## config.mk

```make
export PLATFORM = sky130hd
export DESIGN_NAME = oam_dma_ctrl_flat
export DESIGN_NICKNAME = d
export VERILOG_FILES = /design/src/rtl/oam_dma_ctrl_if.sv /design/src/rtl/oam_dma_ctrl.sv /design/src/flat_wrapper.sv
export SDC_FILE = /design/constraint.sdc
export NUM_CORES = 1
export LEC_CHECK = 0
export ABC_AREA = 1
export CAP_MARGIN = 20
export CORE_MARGIN = 3
export CORE_UTILIZATION = 53
export CTS_CLUSTER_SIZE = 30
export DETAILED_ROUTE_END_ITERATION = 16
export GPL_TIMING_DRIVEN = 0
export PLACE_DENSITY = 0.85
export SLEW_MARGIN = 20
export SYNTH_ARGS = -nofsm -noshare
export SYNTH_HDL_FRONTEND = slang
export SYNTH_SLANG_ARGS = --single-unit
```

## constraint.sdc

```tcl
create_clock -name clk -period 3.3 [get_ports clk]
set_input_delay 0.825 -clock clk [delete_from_list [all_inputs] [get_ports clk]]
set_output_delay 0.825 -clock clk [all_outputs]
set_load 0.01 [all_outputs]
```

## src/rtl/oam_dma_ctrl_if.sv

```systemverilog
`default_nettype none
// =============================================================================
// oam_dma_ctrl_if : CPU-side and DMA-side bus signals of the sprite OAM DMA.
// Revision: 1.0
// =============================================================================
interface oam_dma_ctrl_if;
  logic        cpu_ce;
  logic [15:0] cpu_addr;
  logic [7:0]  cpu_dout;
  logic        cpu_rw;
  logic [7:0]  dma_din;
  logic        cpu_rdy;
  logic        dma_active;
  logic [15:0] dma_addr;
  logic [7:0]  dma_dout;
  logic        dma_rw;

  // master: the DMA controller, which takes over the bus while it runs
  modport master (
    input  cpu_ce, cpu_addr, cpu_dout, cpu_rw, dma_din,
    output cpu_rdy, dma_active, dma_addr, dma_dout, dma_rw
  );

  modport slave (
    output cpu_ce, cpu_addr, cpu_dout, cpu_rw, dma_din,
    input  cpu_rdy, dma_active, dma_addr, dma_dout, dma_rw
  );
endinterface
`default_nettype wire

```

## src/rtl/oam_dma_ctrl.sv

```systemverilog
`default_nettype none
// =============================================================================
// oam_dma_ctrl : halts the CPU and copies one 256-byte page to OAMDATA.
// Revision: 1.0
// =============================================================================
module oam_dma_ctrl #(
  parameter logic [15:0] DMA_REG_ADDR = 16'h4014,
  parameter logic [15:0] OAMDATA_ADDR = 16'h2004
) (
  input  logic           clk,
  input  logic           n_reset,
  oam_dma_ctrl_if.master bus
);

  typedef enum logic [2:0] {
    ST_IDLE      = 3'd0,
    ST_HALT_WAIT = 3'd1,
    ST_ALIGN     = 3'd2,
    ST_READ      = 3'd3,
    ST_WRITE     = 3'd4
  } state_t;

  state_t      state_q, state_d;
  logic [7:0]  page_q, page_d;
  logic [7:0]  idx_q, idx_d;
  logic        parity_q, parity_d;
  logic        cpu_rdy_q, cpu_rdy_d;
  logic        dma_active_q, dma_active_d;
  logic [15:0] dma_addr_q, dma_addr_d;
  logic [7:0]  dma_dout_q, dma_dout_d;
  logic        dma_rw_q, dma_rw_d;

  always_comb begin
    state_d    = state_q;
    page_d     = page_q;
    idx_d      = idx_q;
    parity_d   = ~parity_q;
    dma_dout_d = dma_dout_q;

    case (state_q)
      ST_IDLE: begin
        if (!bus.cpu_rw && (bus.cpu_addr == DMA_REG_ADDR)) begin
          page_d  = bus.cpu_dout;
          idx_d   = 8'h00;
          state_d = ST_HALT_WAIT;
        end
      end
      ST_HALT_WAIT: begin
        // The 6502 only honours RDY on reads; the first read is the halt cycle.
        if (bus.cpu_rw) begin
          state_d = parity_q ? ST_READ : ST_ALIGN;
        end
      end
      ST_ALIGN: begin
        state_d = ST_READ;
      end
      ST_READ: begin
        dma_dout_d = bus.dma_din;
        state_d    = ST_WRITE;
      end
      ST_WRITE: begin
        if (idx_q == 8'hFF) begin
          state_d = ST_IDLE;
        end else begin
          idx_d   = idx_q + 8'h01;
          state_d = ST_READ;
        end
      end
      default: begin
        state_d = ST_IDLE;
      end
    endcase

    // Outputs are decoded from the next state so they are registered and
    // stable for the whole CPU cycle that state occupies.
    cpu_rdy_d    = (state_d == ST_IDLE);
    dma_active_d = (state_d == ST_READ) || (state_d == ST_WRITE);
    dma_rw_d     = (state_d != ST_WRITE);
    case (state_d)
      ST_READ:  dma_addr_d = {page_d, idx_d};
      ST_WRITE: dma_addr_d = OAMDATA_ADDR;
      default:  dma_addr_d = 16'h0000;
    endcase
  end

  always_ff @(posedge clk or negedge n_reset) begin
    if (!n_reset) begin
      state_q      <= ST_IDLE;
      page_q       <= 8'h00;
      idx_q        <= 8'h00;
      parity_q     <= 1'b0;
      cpu_rdy_q    <= 1'b1;
      dma_active_q <= 1'b0;
      dma_addr_q   <= 16'h0000;
      dma_dout_q   <= 8'h00;
      dma_rw_q     <= 1'b1;
    end else if (bus.cpu_ce) begin
      state_q      <= state_d;
      page_q       <= page_d;
      idx_q        <= idx_d;
      parity_q     <= parity_d;
      cpu_rdy_q    <= cpu_rdy_d;
      dma_active_q <= dma_active_d;
      dma_addr_q   <= dma_addr_d;
      dma_dout_q   <= dma_dout_d;
      dma_rw_q     <= dma_rw_d;
    end
  end

  assign bus.cpu_rdy    = cpu_rdy_q;
  assign bus.dma_active = dma_active_q;
  assign bus.dma_addr   = dma_addr_q;
  assign bus.dma_dout   = dma_dout_q;
  assign bus.dma_rw     = dma_rw_q;

endmodule
`default_nettype wire

```

## src/flat_wrapper.sv

```systemverilog
// flat-port wrapper written by rule: the top's interface ports become plain ports
module oam_dma_ctrl_flat 
#(
  parameter logic [15:0] DMA_REG_ADDR = 16'h4014,
  parameter logic [15:0] OAMDATA_ADDR = 16'h2004
)
  (clk, n_reset, bus_cpu_ce, bus_cpu_addr, bus_cpu_dout, bus_cpu_rw, bus_dma_din, bus_cpu_rdy, bus_dma_active, bus_dma_addr, bus_dma_dout, bus_dma_rw);
  oam_dma_ctrl_if bus_i ();
  input  logic clk;
  input  logic n_reset;
  input wire logic [$bits(bus_i.cpu_ce)-1:0] bus_cpu_ce;
  input wire logic [$bits(bus_i.cpu_addr)-1:0] bus_cpu_addr;
  input wire logic [$bits(bus_i.cpu_dout)-1:0] bus_cpu_dout;
  input wire logic [$bits(bus_i.cpu_rw)-1:0] bus_cpu_rw;
  input wire logic [$bits(bus_i.dma_din)-1:0] bus_dma_din;
  output wire logic [$bits(bus_i.cpu_rdy)-1:0] bus_cpu_rdy;
  output wire logic [$bits(bus_i.dma_active)-1:0] bus_dma_active;
  output wire logic [$bits(bus_i.dma_addr)-1:0] bus_dma_addr;
  output wire logic [$bits(bus_i.dma_dout)-1:0] bus_dma_dout;
  output wire logic [$bits(bus_i.dma_rw)-1:0] bus_dma_rw;
  assign bus_i.cpu_ce = bus_cpu_ce;
  assign bus_i.cpu_addr = bus_cpu_addr;
  assign bus_i.cpu_dout = bus_cpu_dout;
  assign bus_i.cpu_rw = bus_cpu_rw;
  assign bus_i.dma_din = bus_dma_din;
  assign bus_cpu_rdy = bus_i.cpu_rdy;
  assign bus_dma_active = bus_i.dma_active;
  assign bus_dma_addr = bus_i.dma_addr;
  assign bus_dma_dout = bus_i.dma_dout;
  assign bus_dma_rw = bus_i.dma_rw;
  oam_dma_ctrl #(.DMA_REG_ADDR(DMA_REG_ADDR), .OAMDATA_ADDR(OAMDATA_ADDR)) u_core (.clk(clk), .n_reset(n_reset), .bus(bus_i));
endmodule
```

==> impl_metrics.tcl <==
set metrics [dict create \
    status "completed" \
    p_leak_nw 1.54 \
    viasPerCell 5.22 \
    netlist_area_sq_mm 0.00248 \
    period_needed_ns 2.21 \
    first_global_vias 2208 \
    fin_skew_ns 0.00628 \
    ys_warn_count 0 \
    hold_ws_ns 0.473 \
    slowest_delay_ns 0.55 \
    crit_chain "clkdlybuf4s50_1" \
    drc 0 \
    syn2layout_area_growth_pct 31.8 \
    drt_iter0_drc 172 \
    synth_top_area_cell "dfrtp_1" \
    fill_cells 350 \
    synth_mux_area_share_pct 3.63 \
    hold_viol 0 \
    cts.repair.resized 0 \
    critPathTopFamily "flip-flops" \
    synth-simple-area-share_pct 32.7 \
    via_count 2240 \
    cp_num_buf_inv 1 \
    num_rows 24 \
    dieArea_sq_mm 0.00554 \
    cp_data_required_time_ns 2.47 \
    antenna_found_initial 0 \
    fmax_mhz 453 \
    tritoncts "built" \
    setup_viol 0 \
    slew-limit-headroom_pct 63.0 \
    syn_inst 307 \
    netlist_top_cells_count "nand2_1, dfrtp_1, nor2_1, inv_1, nand3_1" \
    tns_ns 0 \
    final_layout_size_suffix_gt1_share_pct 13.5 \
    hold_class "flip-flop to flip-flop" \
    crit_type "flip-flop to primary output" \
    clock_sinks 47 \
    max_slew.worst_pin.slew_ns 0.555 \
    dp_hpwl_mm 4.37 \
    cts_setup_buffers 0 \
    synth.avg_cell_area_sq_um 8.08 \
    ys_seq_area_share_pct 47.5 \
    cts-root-buf "clkbuf_8" \
    synth_cell_type_count 35 \
    grt_overflow 0 \
    grt_start_max_net_pins 26 \
    dp_slack_ns 0.791 \
    coreArea_sq_mm 0.00444 \
    synth_top_family_by_area "simple AND/OR/NAND/NOR gates" \
    fin_crit_sh_pct 66.9 \
    grt_use_total_pct 22.9 \
    ys_ff_latch 47 \
    synth_area_leaders "dfrtp_1, nand2_1, nor2_1" \
    drt_first_pass_iters 5 \
    yosysMostFrequentCell "nand2_1" \
    numCtsBuffers 5 \
    maxCapViolCount 0 \
    critPathArrivalTime_ns 1.38 \
    slew_viol_final 0 \
    htreeDepth 2 \
    synth_xor_area_share_pct 0.353 \
    io_buffers 61 \
    synth_fa_ha_area_share_pct 0.504 \
    cpMaxStageDelayCell "dfstp_2" \
    clock_latency_ns 0.30 \
    synth_top_area_share_pct 45.4 \
    critPathCaptureType "primary output" \
    gp_congestion 0.837 \
    path_clk_slew_ns 0.09 \
    peakVddDrop_v 0.000487 \
    synth_compound_area_share_pct 7.36 \
    die_height_um 74.4 \
    synth_ff_type "dfrtp_1" \
    die-width_um 74.4 \
    synth-edff-count 0 \
    syn_nets 344 \
    p_per_area_mw_per_mm2 575 \
    rsz0062_at_grt "false" \
    async_reset_ff_share_pct 100 \
    io_pins 63 \
    wl_per_cell_um 13.7 \
    diodes 0 \
    ctsHoldBuffers 0 \
    initial_core_util_pct 55.8 \
    wl_mm 5.86 \
    critPathMaxFanout 2 \
    startpoint_type "flip-flop" \
    setup_slack_ns 1.09 \
    cts_buffer_depth 2 \
    grt_pass1_wl_mm 9.72 \
    final_nets 413 \
    ant_nets 0 \
]
## flip-flops by register name (all words and copies together), names as in the netlist
| name | count |
|---|---|
| u_core.state_q | 3 |
| u_core.page_q | 8 |
| u_core.idx_q | 8 |
| u_core.bus.dma_addr | 16 |
| u_core.bus.dma_dout | 8 |
| u_core.parity_q | 1 |
| u_core.bus.cpu_rdy | 1 |
| u_core.bus.dma_rw | 1 |
| u_core.bus.dma_active | 1 |
## cell type report
cell class | count | area [sq um] | area share [%]
plain buffers | 9 | 61.3 | 1.87
clock buffers | 6 | 82.6 | 2.52
repair buffers | 62 | 626 | 19.1
clock inverters | 2 | 16.3 | 0.497
well taps | 52 | 65.1 | 1.99
inverters | 35 | 135 | 4.13
flip-flops and latches | 47 | 1180 | 36.0
multi-input cells | 216 | 1110 | 33.8
## path summary, 6_finish.rpt
path,from,endpoint,slack [ns],depth (start not counted)
setup / recovery,u_core.bus.cpu_rdy$_DFFE_PN1P_,bus_cpu_rdy,1.09,1
hold / removal,u_core.parity_q$_DFFE_PN0P_,u_core.parity_q$_DFFE_PN0P_,0.47,1
setup reg to reg,u_core.idx_q[0]$_DFFE_PN0P_,u_core.bus.dma_addr[12]$_DFFE_PN0P_,1.61,11
hold reg to reg,u_core.parity_q$_DFFE_PN0P_,u_core.parity_q$_DFFE_PN0P_,0.47,1
max in group asynchronous,n_reset,u_core.bus.dma_rw$_DFFE_PN1P_,2.20,2
min in group asynchronous,n_reset,u_core.bus.dma_addr[3]$_DFFE_PN0P_,0.50,1
## per-layer routing
metal	part of all wire (%)	wire, um	up-vias	track usage [%]
met4	1.0	59	0	7.11
met3	5.4	318	6	6.49
li1	-	-	1109	-
met1	41	2390	1061	27.9
met5	0	0	-	0
met2	53	3090	64	39.2
## cells in the final DEF, fill, tap and decap left out, types with 5 or more instances in the layout
master and n:
nand2_1 101, dfrtp_1 45, nor2_2 5, nand3_1 19, nor2_4 8, nor2_1 29, o21ai_1 5, inv_2 5
clkdlybuf4s50_1 60, inv_1 28, o22ai_1 8, o21ai_0 7, clkbuf_8 6, a21oi_1 7, mux2_2 8
## per-stage QoR
| stage | instances | area [sq um] | power [mW] | utilization [%] |
|---|---|---|---|---|
| finish | 429 | 3270 | 1.88 | 73.6 |
| CTS | 429 | 3270 | 1.89 | 73.6 |
| detailed placement | 421 | 3170 | 1.51 | 71.4 |
| global placement | 420 | 3160 | 1.48 | 71.0 |
| floorplan | 307 | 2480 | 1.20 | - |
| global route | 429 | 3270 | 2.00 | 73.6 |
## kinds of logic after synthesis
kind of cell | after synthesis
compound gates | 31
fa+ha+maj | 1
xor+xnor | 1
flops | 47
simple gates | 175
mux | 8
buf+inv | 44
## power by group
| part | leakage (nW) | internal [mW] | total, mW | switching (mW) |
|---|---|---|---|---|
| Sequential | 0.611 | 0.721 | 0.822 | 0.101 |
| Combinational | 0.887 | 0.337 | 0.684 | 0.347 |
| Clock | 0.0474 | 0.171 | 0.375 | 0.204 |
No activity file was read; power rests on OpenSTA's default activity.
